File: src/rtl/pwm_tone_pkg.sv
// Shared defaults, slot state encoding and width helpers for the PWM tone mixer.
package pwm_tone_pkg;

    localparam int DEF_NUM_CH = 4;
    localparam int DEF_DIV_W  = 12;
    localparam int DEF_VOL_W  = 3;
    localparam int DEF_PWM_W  = 8;

    typedef enum logic {
        SLOT_EMPTY,
        SLOT_FULL
    } slot_state_t;

    // Wide enough for NUM_CH full-volume channels summed without overflow.
    function automatic int mix_width(input int num_ch, input int vol_w);
        return vol_w + $clog2(num_ch) + 1;
    endfunction

    function automatic int ch_width(input int num_ch);
        return (num_ch > 1) ? $clog2(num_ch) : 1;
    endfunction

endpackage

File: src/rtl/pwm_tone_mixer_if.sv
// Configuration write channel of the tone mixer: valid/ready plus channel, divider and volume.
interface pwm_tone_mixer_if
    import pwm_tone_pkg::*;
#(
    parameter int NUM_CH = DEF_NUM_CH,
    parameter int DIV_W  = DEF_DIV_W,
    parameter int VOL_W  = DEF_VOL_W
) ();

    localparam int CH_W = ch_width(NUM_CH);

    logic             cfg_valid;
    logic             cfg_ready;
    logic [CH_W-1:0]  cfg_ch;
    logic [DIV_W-1:0] cfg_div;
    logic [VOL_W-1:0] cfg_vol;

    modport master (
        output cfg_valid,
        output cfg_ch,
        output cfg_div,
        output cfg_vol,
        input  cfg_ready
    );

    modport slave (
        input  cfg_valid,
        input  cfg_ch,
        input  cfg_div,
        input  cfg_vol,
        output cfg_ready
    );

endinterface

File: src/rtl/tone_channel.sv
// One square-wave tone voice: divider/volume registers, phase counter and square bit.
module tone_channel
    import pwm_tone_pkg::*;
#(
    parameter int DIV_W = DEF_DIV_W,
    parameter int VOL_W = DEF_VOL_W
) (
    input  logic             clk,
    input  logic             rst,
    input  logic             tick,
    input  logic             apply,
    input  logic             enable,
    input  logic [DIV_W-1:0] new_div,
    input  logic [VOL_W-1:0] new_vol,
    output logic [VOL_W-1:0] contrib
);

    logic [DIV_W-1:0] div;
    logic [DIV_W-1:0] div_next;
    logic [DIV_W-1:0] cnt;
    logic [DIV_W-1:0] cnt_next;
    logic [VOL_W-1:0] vol;
    logic [VOL_W-1:0] vol_next;
    logic             sq;
    logic             sq_next;

    // A config apply restarts the phase but keeps the square bit, so the tone does not click.
    always_comb begin
        div_next = div;
        vol_next = vol;
        cnt_next = cnt;
        sq_next  = sq;
        if (apply) begin
            div_next = new_div;
            vol_next = new_vol;
            cnt_next = '0;
        end else if (tick) begin
            if (div == '0) begin
                cnt_next = '0;
                sq_next  = 1'b0;
            end else if (cnt == div - DIV_W'(1)) begin
                cnt_next = '0;
                sq_next  = ~sq;
            end else begin
                cnt_next = cnt + DIV_W'(1);
            end
        end
        contrib = (sq_next && enable) ? vol_next : '0;
    end

    always_ff @(posedge clk) begin
        if (rst) begin
            div <= '0;
            vol <= '0;
            cnt <= '0;
            sq  <= 1'b0;
        end else begin
            div <= div_next;
            vol <= vol_next;
            cnt <= cnt_next;
            sq  <= sq_next;
        end
    end

endmodule

File: src/rtl/pwm_tone_mixer.sv
// Multi-channel square-tone mixer: single-slot config buffer, saturating mix and PWM output stage.
module pwm_tone_mixer
    import pwm_tone_pkg::*;
#(
    parameter int NUM_CH = DEF_NUM_CH,
    parameter int DIV_W  = DEF_DIV_W,
    parameter int VOL_W  = DEF_VOL_W,
    parameter int PWM_W  = DEF_PWM_W
) (
    input  logic              clk,
    input  logic              rst,
    input  logic              tick,
    input  logic [NUM_CH-1:0] ch_enable,
    pwm_tone_mixer_if.slave   cfg,
    output logic [PWM_W-1:0]  sample_out,
    output logic              sample_valid,
    output logic              pwm_out
);

    localparam int CH_W  = ch_width(NUM_CH);
    localparam int MIX_W = mix_width(NUM_CH, VOL_W);
    localparam int CMP_W = (MIX_W > PWM_W) ? MIX_W : PWM_W;
    localparam logic [CMP_W-1:0] SAT_MAX = (CMP_W'(1) << PWM_W) - CMP_W'(1);

    slot_state_t      slot_state;
    slot_state_t      slot_next;
    logic             slot_free;
    logic             accept;
    logic             apply;
    logic [CH_W-1:0]  pend_ch;
    logic [DIV_W-1:0] pend_div;
    logic [VOL_W-1:0] pend_vol;

    logic [NUM_CH-1:0][VOL_W-1:0] contrib;
    logic [MIX_W-1:0] mix;
    logic [PWM_W-1:0] mix_sat;
    logic [PWM_W-1:0] pwm_cnt;
    logic [PWM_W-1:0] duty;

    always_ff @(posedge clk) begin
        if (rst) begin
            slot_state <= SLOT_EMPTY;
            pend_ch    <= '0;
            pend_div   <= '0;
            pend_vol   <= '0;
        end else begin
            slot_state <= slot_next;
            if (accept) begin
                pend_ch  <= cfg.cfg_ch;
                pend_div <= cfg.cfg_div;
                pend_vol <= cfg.cfg_vol;
            end
        end
    end

    // Only a registered-full slot is applied, so a write landing on a tick waits for the next one.
    always_comb begin
        slot_next = slot_state;
        slot_free = 1'b0;
        apply     = 1'b0;
        case (slot_state)
            SLOT_EMPTY: begin
                slot_free = 1'b1;
                if (cfg.cfg_valid) slot_next = SLOT_FULL;
            end
            SLOT_FULL: begin
                if (tick) begin
                    apply     = 1'b1;
                    slot_next = SLOT_EMPTY;
                end
            end
            default: slot_next = SLOT_EMPTY;
        endcase
    end

    assign accept        = cfg.cfg_valid && slot_free;
    assign cfg.cfg_ready = slot_free;

    // Out-of-range channel numbers match no instance and are therefore dropped.
    for (genvar i = 0; i < NUM_CH; i++) begin : g_ch
        logic ch_apply;
        assign ch_apply = apply && (pend_ch == CH_W'(i));

        tone_channel #(
            .DIV_W (DIV_W),
            .VOL_W (VOL_W)
        ) u_ch (
            .clk     (clk),
            .rst     (rst),
            .tick    (tick),
            .apply   (ch_apply),
            .enable  (ch_enable[i]),
            .new_div (pend_div),
            .new_vol (pend_vol),
            .contrib (contrib[i])
        );
    end

    always_comb begin
        mix     = '0;
        mix_sat = '0;
        for (int i = 0; i < NUM_CH; i++) begin
            mix = mix + MIX_W'(contrib[i]);
        end
        if (CMP_W'(mix) > SAT_MAX) mix_sat = '1;
        else                       mix_sat = PWM_W'(mix);
    end

    always_ff @(posedge clk) begin
        if (rst) begin
            sample_out   <= '0;
            sample_valid <= 1'b0;
        end else begin
            sample_valid <= tick;
            if (tick) sample_out <= mix_sat;
        end
    end

    // Duty is only reloaded at the period boundary so a period never mixes two duty values.
    always_ff @(posedge clk) begin
        if (rst) begin
            pwm_cnt <= '0;
            duty    <= '0;
            pwm_out <= 1'b0;
        end else begin
            pwm_cnt <= pwm_cnt + PWM_W'(1);
            if (pwm_cnt == '1) duty <= sample_out;
            pwm_out <= (pwm_cnt < duty);
        end
    end

endmodule

File: src/flat_wrapper.sv
// flat-port wrapper written by rule: the top's interface ports become plain ports
module pwm_tone_mixer_flat import pwm_tone_pkg::*;
#(
    parameter int NUM_CH = DEF_NUM_CH,
    parameter int DIV_W  = DEF_DIV_W,
    parameter int VOL_W  = DEF_VOL_W,
    parameter int PWM_W  = DEF_PWM_W
)
  (clk, rst, tick, ch_enable, sample_out, sample_valid, pwm_out, cfg_cfg_valid, cfg_cfg_ch, cfg_cfg_div, cfg_cfg_vol, cfg_cfg_ready);
  pwm_tone_mixer_if #(.NUM_CH(NUM_CH), .DIV_W(DIV_W), .VOL_W(VOL_W)) cfg_i ();
  input  logic clk;
  input  logic rst;
  input  logic tick;
  input  logic [NUM_CH-1:0] ch_enable;
  output logic [PWM_W-1:0] sample_out;
  output logic sample_valid;
  output logic pwm_out;
  input wire logic [$bits(cfg_i.cfg_valid)-1:0] cfg_cfg_valid;
  input wire logic [$bits(cfg_i.cfg_ch)-1:0] cfg_cfg_ch;
  input wire logic [$bits(cfg_i.cfg_div)-1:0] cfg_cfg_div;
  input wire logic [$bits(cfg_i.cfg_vol)-1:0] cfg_cfg_vol;
  output wire logic [$bits(cfg_i.cfg_ready)-1:0] cfg_cfg_ready;
  assign cfg_i.cfg_valid = cfg_cfg_valid;
  assign cfg_i.cfg_ch = cfg_cfg_ch;
  assign cfg_i.cfg_div = cfg_cfg_div;
  assign cfg_i.cfg_vol = cfg_cfg_vol;
  assign cfg_cfg_ready = cfg_i.cfg_ready;
  pwm_tone_mixer #(.NUM_CH(NUM_CH), .DIV_W(DIV_W), .VOL_W(VOL_W), .PWM_W(PWM_W)) u_core (.clk(clk), .rst(rst), .tick(tick), .ch_enable(ch_enable), .cfg(cfg_i), .sample_out(sample_out), .sample_valid(sample_valid), .pwm_out(pwm_out));
endmodule
File: config.mk
export PLATFORM = sky130hd
export DESIGN_NAME = pwm_tone_mixer_flat
export DESIGN_NICKNAME = d
export VERILOG_FILES = /design/src/rtl/pwm_tone_pkg.sv /design/src/rtl/pwm_tone_mixer_if.sv /design/src/rtl/tone_channel.sv /design/src/rtl/pwm_tone_mixer.sv /design/src/flat_wrapper.sv
export SDC_FILE = /design/constraint.sdc
export NUM_CORES = 1
export LEC_CHECK = 0
export ABC_AREA = 1
export BUFFER_PORTS_ARGS = -buffer_cell sky130_fd_sc_hd__buf_4
export CAP_MARGIN = 20
export CORE_MARGIN = 10
export CORE_UTILIZATION = 50
export CTS_BUF_LIST = sky130_fd_sc_hd__clkbuf_8
export CTS_CLUSTER_SIZE = 12
export DETAILED_ROUTE_END_ITERATION = 6
export GPL_ROUTABILITY_DRIVEN = 1
export PLACE_DENSITY_LB_ADDON = 0.25
export SYNTH_ARGS = -nofsm -noshare
export SYNTH_HDL_FRONTEND = slang
export SYNTH_SLANG_ARGS = --single-unit
File: constraint.sdc
create_clock -name clk -period 4.5 [get_ports clk]
set_input_delay 0 -clock clk [delete_from_list [all_inputs] [get_ports clk]]
set_output_delay 0 -clock clk [all_outputs]
set_load 0.03 [all_outputs]
==> flow_summary_export.csv <==
group,metric,value,unit
run_status,status,"finished, final reports clean",
power,ir_worst_vdd,207.2,uV
clock_tree,htree_num_levels,4,
power,p_leak,0.004102,uW
place,dp_hpwl,15020,um
timing,worstMarginPinSlew,0.9739,ns
clock_tree,cts_root_buffer,"clkbuf_8",
timing,timing.max_slew.rel_slack,0.3507,
detailed_routing,wl_per_cell,13.26,um
worst_setup_path,arrival,4.60,ns
grt,grt_use_total,0.1810,
cells_and_area,antenna_cells,0,
worst_setup_path,cp-end-kind,"register",
worst_setup_path,reg2regPathDepth,21,
synthesis,synthTopCellsByCount,"246 x nand2_1, 175 x nor2_1, 150 x dfxtp_1",
cells_and_area,area_growth_syn_to_layout,11.81,%
synthesis,synth_top_area_cell,"dfxtp_1",
grt,antenna_found_initial,0,
synthesis,synth_sequential_area_ratio,0.3461,
detailed_routing,dr.pass1.iters,5,
run,maxCapViolCount,0,
floorplan,die_w,151.7,um
cells_and_area,nets,1354,
clock_tree,clkTransAtPathRegs,0.08,ns
timing,setup_tns,0,ns
floorplan,io_pins,36,
timing,period_share,0.9456,
synthesis,synth_area,8676,um2
synthesis,ys_ff_latch,150,
timing,hold_viol,0,
synthesis,synth-async-reset-ratio,0,
detailed_routing,via_per_inst,5.075,
detailed_routing,first_iter_violations,530,
timing,slew_viol_final,0,
grt,grt_pass1_wl,34190,um
clock_tree,cts_tree,"built",
synthesis,yosysUniqueCellTypes,46,
synthesis,synth_warnings,0,
worst_setup_path,worst-path-max-fanout,4,
floorplan,die_height,151.7,um
synthesis,ys.flop_type,"dfxtp_1",
timing,setup_viol,0,
floorplan,rows,48,
floorplan,dieArea,23020,um2
grt,grt_pass1_vias,7279,
clock_tree,clockBufferDepth,2,
worst_setup_path,start_kind,"register",
synthesis,synth_edf_count,0,
detailed_routing,ant_nets,0,
place,gp_congestion,0.9205,
worst_hold_path,worstHoldPathType,"in2reg",
power,power_density,293.1,nW/um2
synthesis,synth.area.top_cells,"dfxtp_1 35%, nand2_1 11%, nor2_1 7.6%, a21oi_1 6.1%, inv_1 5.9%",
synthesis,avgSynthCellArea,6.837,um2
detailed_routing,dr_total_vias,7810,
worst_setup_path,crit_type,"reg2reg",
grt,grt_overflow,0,
place,port_buffers,32,
place,pre_cts_slack,0.1854,ns
worst_hold_path,worstHoldPathCells,6,
floorplan,core,17180,um2
detailed_routing,drc,0,
grt,grt_max_degree,78,
floorplan,start_util,0.5051,
synthesis,yosys.area.top_type_share,0.3461,
timing,holdWs,0.2812,ns
timing,clock_skew,0.009866,ns
cells_and_area,drive_above_1_share,0.1104,
clock_tree,clock_sinks,150,
timing,max_freq,235.0,MHz
worst_setup_path,crit_required,4.84,ns
timing,setup_slack,0.2449,ns
clock_tree,clk-insertion-delay-late,0.45,ns
synthesis,syn_inst,1269,
detailed_routing,wl,20400,um
timing,fin_crit,4.255,ns
synthesis,yosysMostFrequentCell,"nand2_1",
power,fin_total_pwr,2843,uW
clock_tree,cts_buffers,17,
==> cells by family (layout without fill, tap and decap cells) <==
family                   after synthesis  in the layout  synth area share
AO/OA/AOI/OAI                        232            232            0.1436
flip-flops                           150            150            0.3461
adder cells (fa/ha/maj)               26             26           0.04182
other                                  1              3         0.0004322
XOR/XNOR                              61             61           0.06245
AND/OR/NAND/NOR                      604            604            0.3158
buffers and inverters                192            235           0.08624
multiplexers                           3              3          0.003461
==> power by group <==
| part | total, uW | internal, uW | switching [uW] |
|---|---|---|---|
| clock | 1050 | 540 | 512 |
| sequential | 1410 | 1360 | 43.5 |
| combinational | 385 | 139 | 246 |
| total | 2840 | 2040 | 801 |
==> path summary, 6_finish.rpt <==
| kind | startpoint | to | slack (ns) |
|---|---|---|---|
| worst min-delay path | ch_enable[3] | u_core.sample_out[0] | 0.28 |
| worst max-delay path | u_core.g_ch[1].u_ch.div[0] | u_core.sample_out[3] | 0.24 |
| worst min register to register | u_core.duty[2] | u_core.duty[2] | 0.46 |
| worst max register to register | u_core.g_ch[1].u_ch.div[0] | u_core.sample_out[3] | 0.24 |
==> registers in the layout, indices dropped and copies added, names as in the netlist, 4 cells and up <==
register              cells
u_core.g_ch.u_ch.cnt     48
u_core.g_ch.u_ch.vol     12
u_core.pwm_cnt            8
u_core.pend_div          12
u_core.g_ch.u_ch.sq       4
u_core.sample_out         5
u_core.g_ch.u_ch.div     48
u_core.duty               5
==> metrics by stage <==
step                      instance area [um2]    util  instances
after floorplan                          8683       -       1271
after global placement                   9039  0.5262       1488
after detailed placement                 9039  0.5262       1488
after CTS                                9623  0.5602       1537
after global routing                     9701  0.5648       1539
final                                    9701  0.5648       1539
==> area by class of cell <==
cell class,count,area [um2]
Fill cell,1692,7476
Multi-Input combinational cell,929,4994
Sequential cell,150,3004
Inverter,149,559.3
Timing Repair Buffer,56,467.9
Tap cell,225,281.5
Clock buffer,17,234.0
Clock inverter,13,160.2
==> layer usage <==
layer  vias up  global-route usage  routed length [um]
met3        29             0.02911                 729
li1       4169                   -                   -
met5         -                   0                   0
met1      3485              0.2446               10120
met2       127              0.2896                9189
met4         0             0.05624                 363
==> timing repair <==
item                                   in CTS  in global routing
setup endpoints to repair                   0                  2
resized for setup                           0                 17
hold buffers                               19                  0
endpoints found under the hold margin      43                  0
buffers inserted                            0                  2
==> critical path, stage by stage, from the launching register on <==
cell	delay, ns
dfxtp_1	0.33
inv_2	0.08
ha_2	0.21
nand3_2	0.14
xor2_2	0.21
xor2_1	0.17
nand3_1	0.14
nor2_4	0.19
nand3_2	0.10
nand2_1	0.09
nand4_2	0.09
nor2_1	0.12
ha_2	0.19
inv_1	0.05
fa_1	0.47
fa_1	0.55
inv_1	0.05
ha_1	0.22
fa_1	0.38
xor2_1	0.17
o21ai_0	0.14
inv_1	0.05
==> cells in the final DEF (no fill, tap or decap), types with 28 or more instances in the layout <==
cell / Yosys / layout
inv_1: 136 / 134
dfxtp_1: 150 / 149
buf_4: 5 / 37
nand4_1: 28 / 28
o21ai_0: 99 / 98
a21oi_1: 106 / 106
nand3_1: 75 / 74
xor2_1: 35 / 34
nor2_1: 175 / 171
nand2_1: 246 / 246
Power figures use the tool's default switching activity.
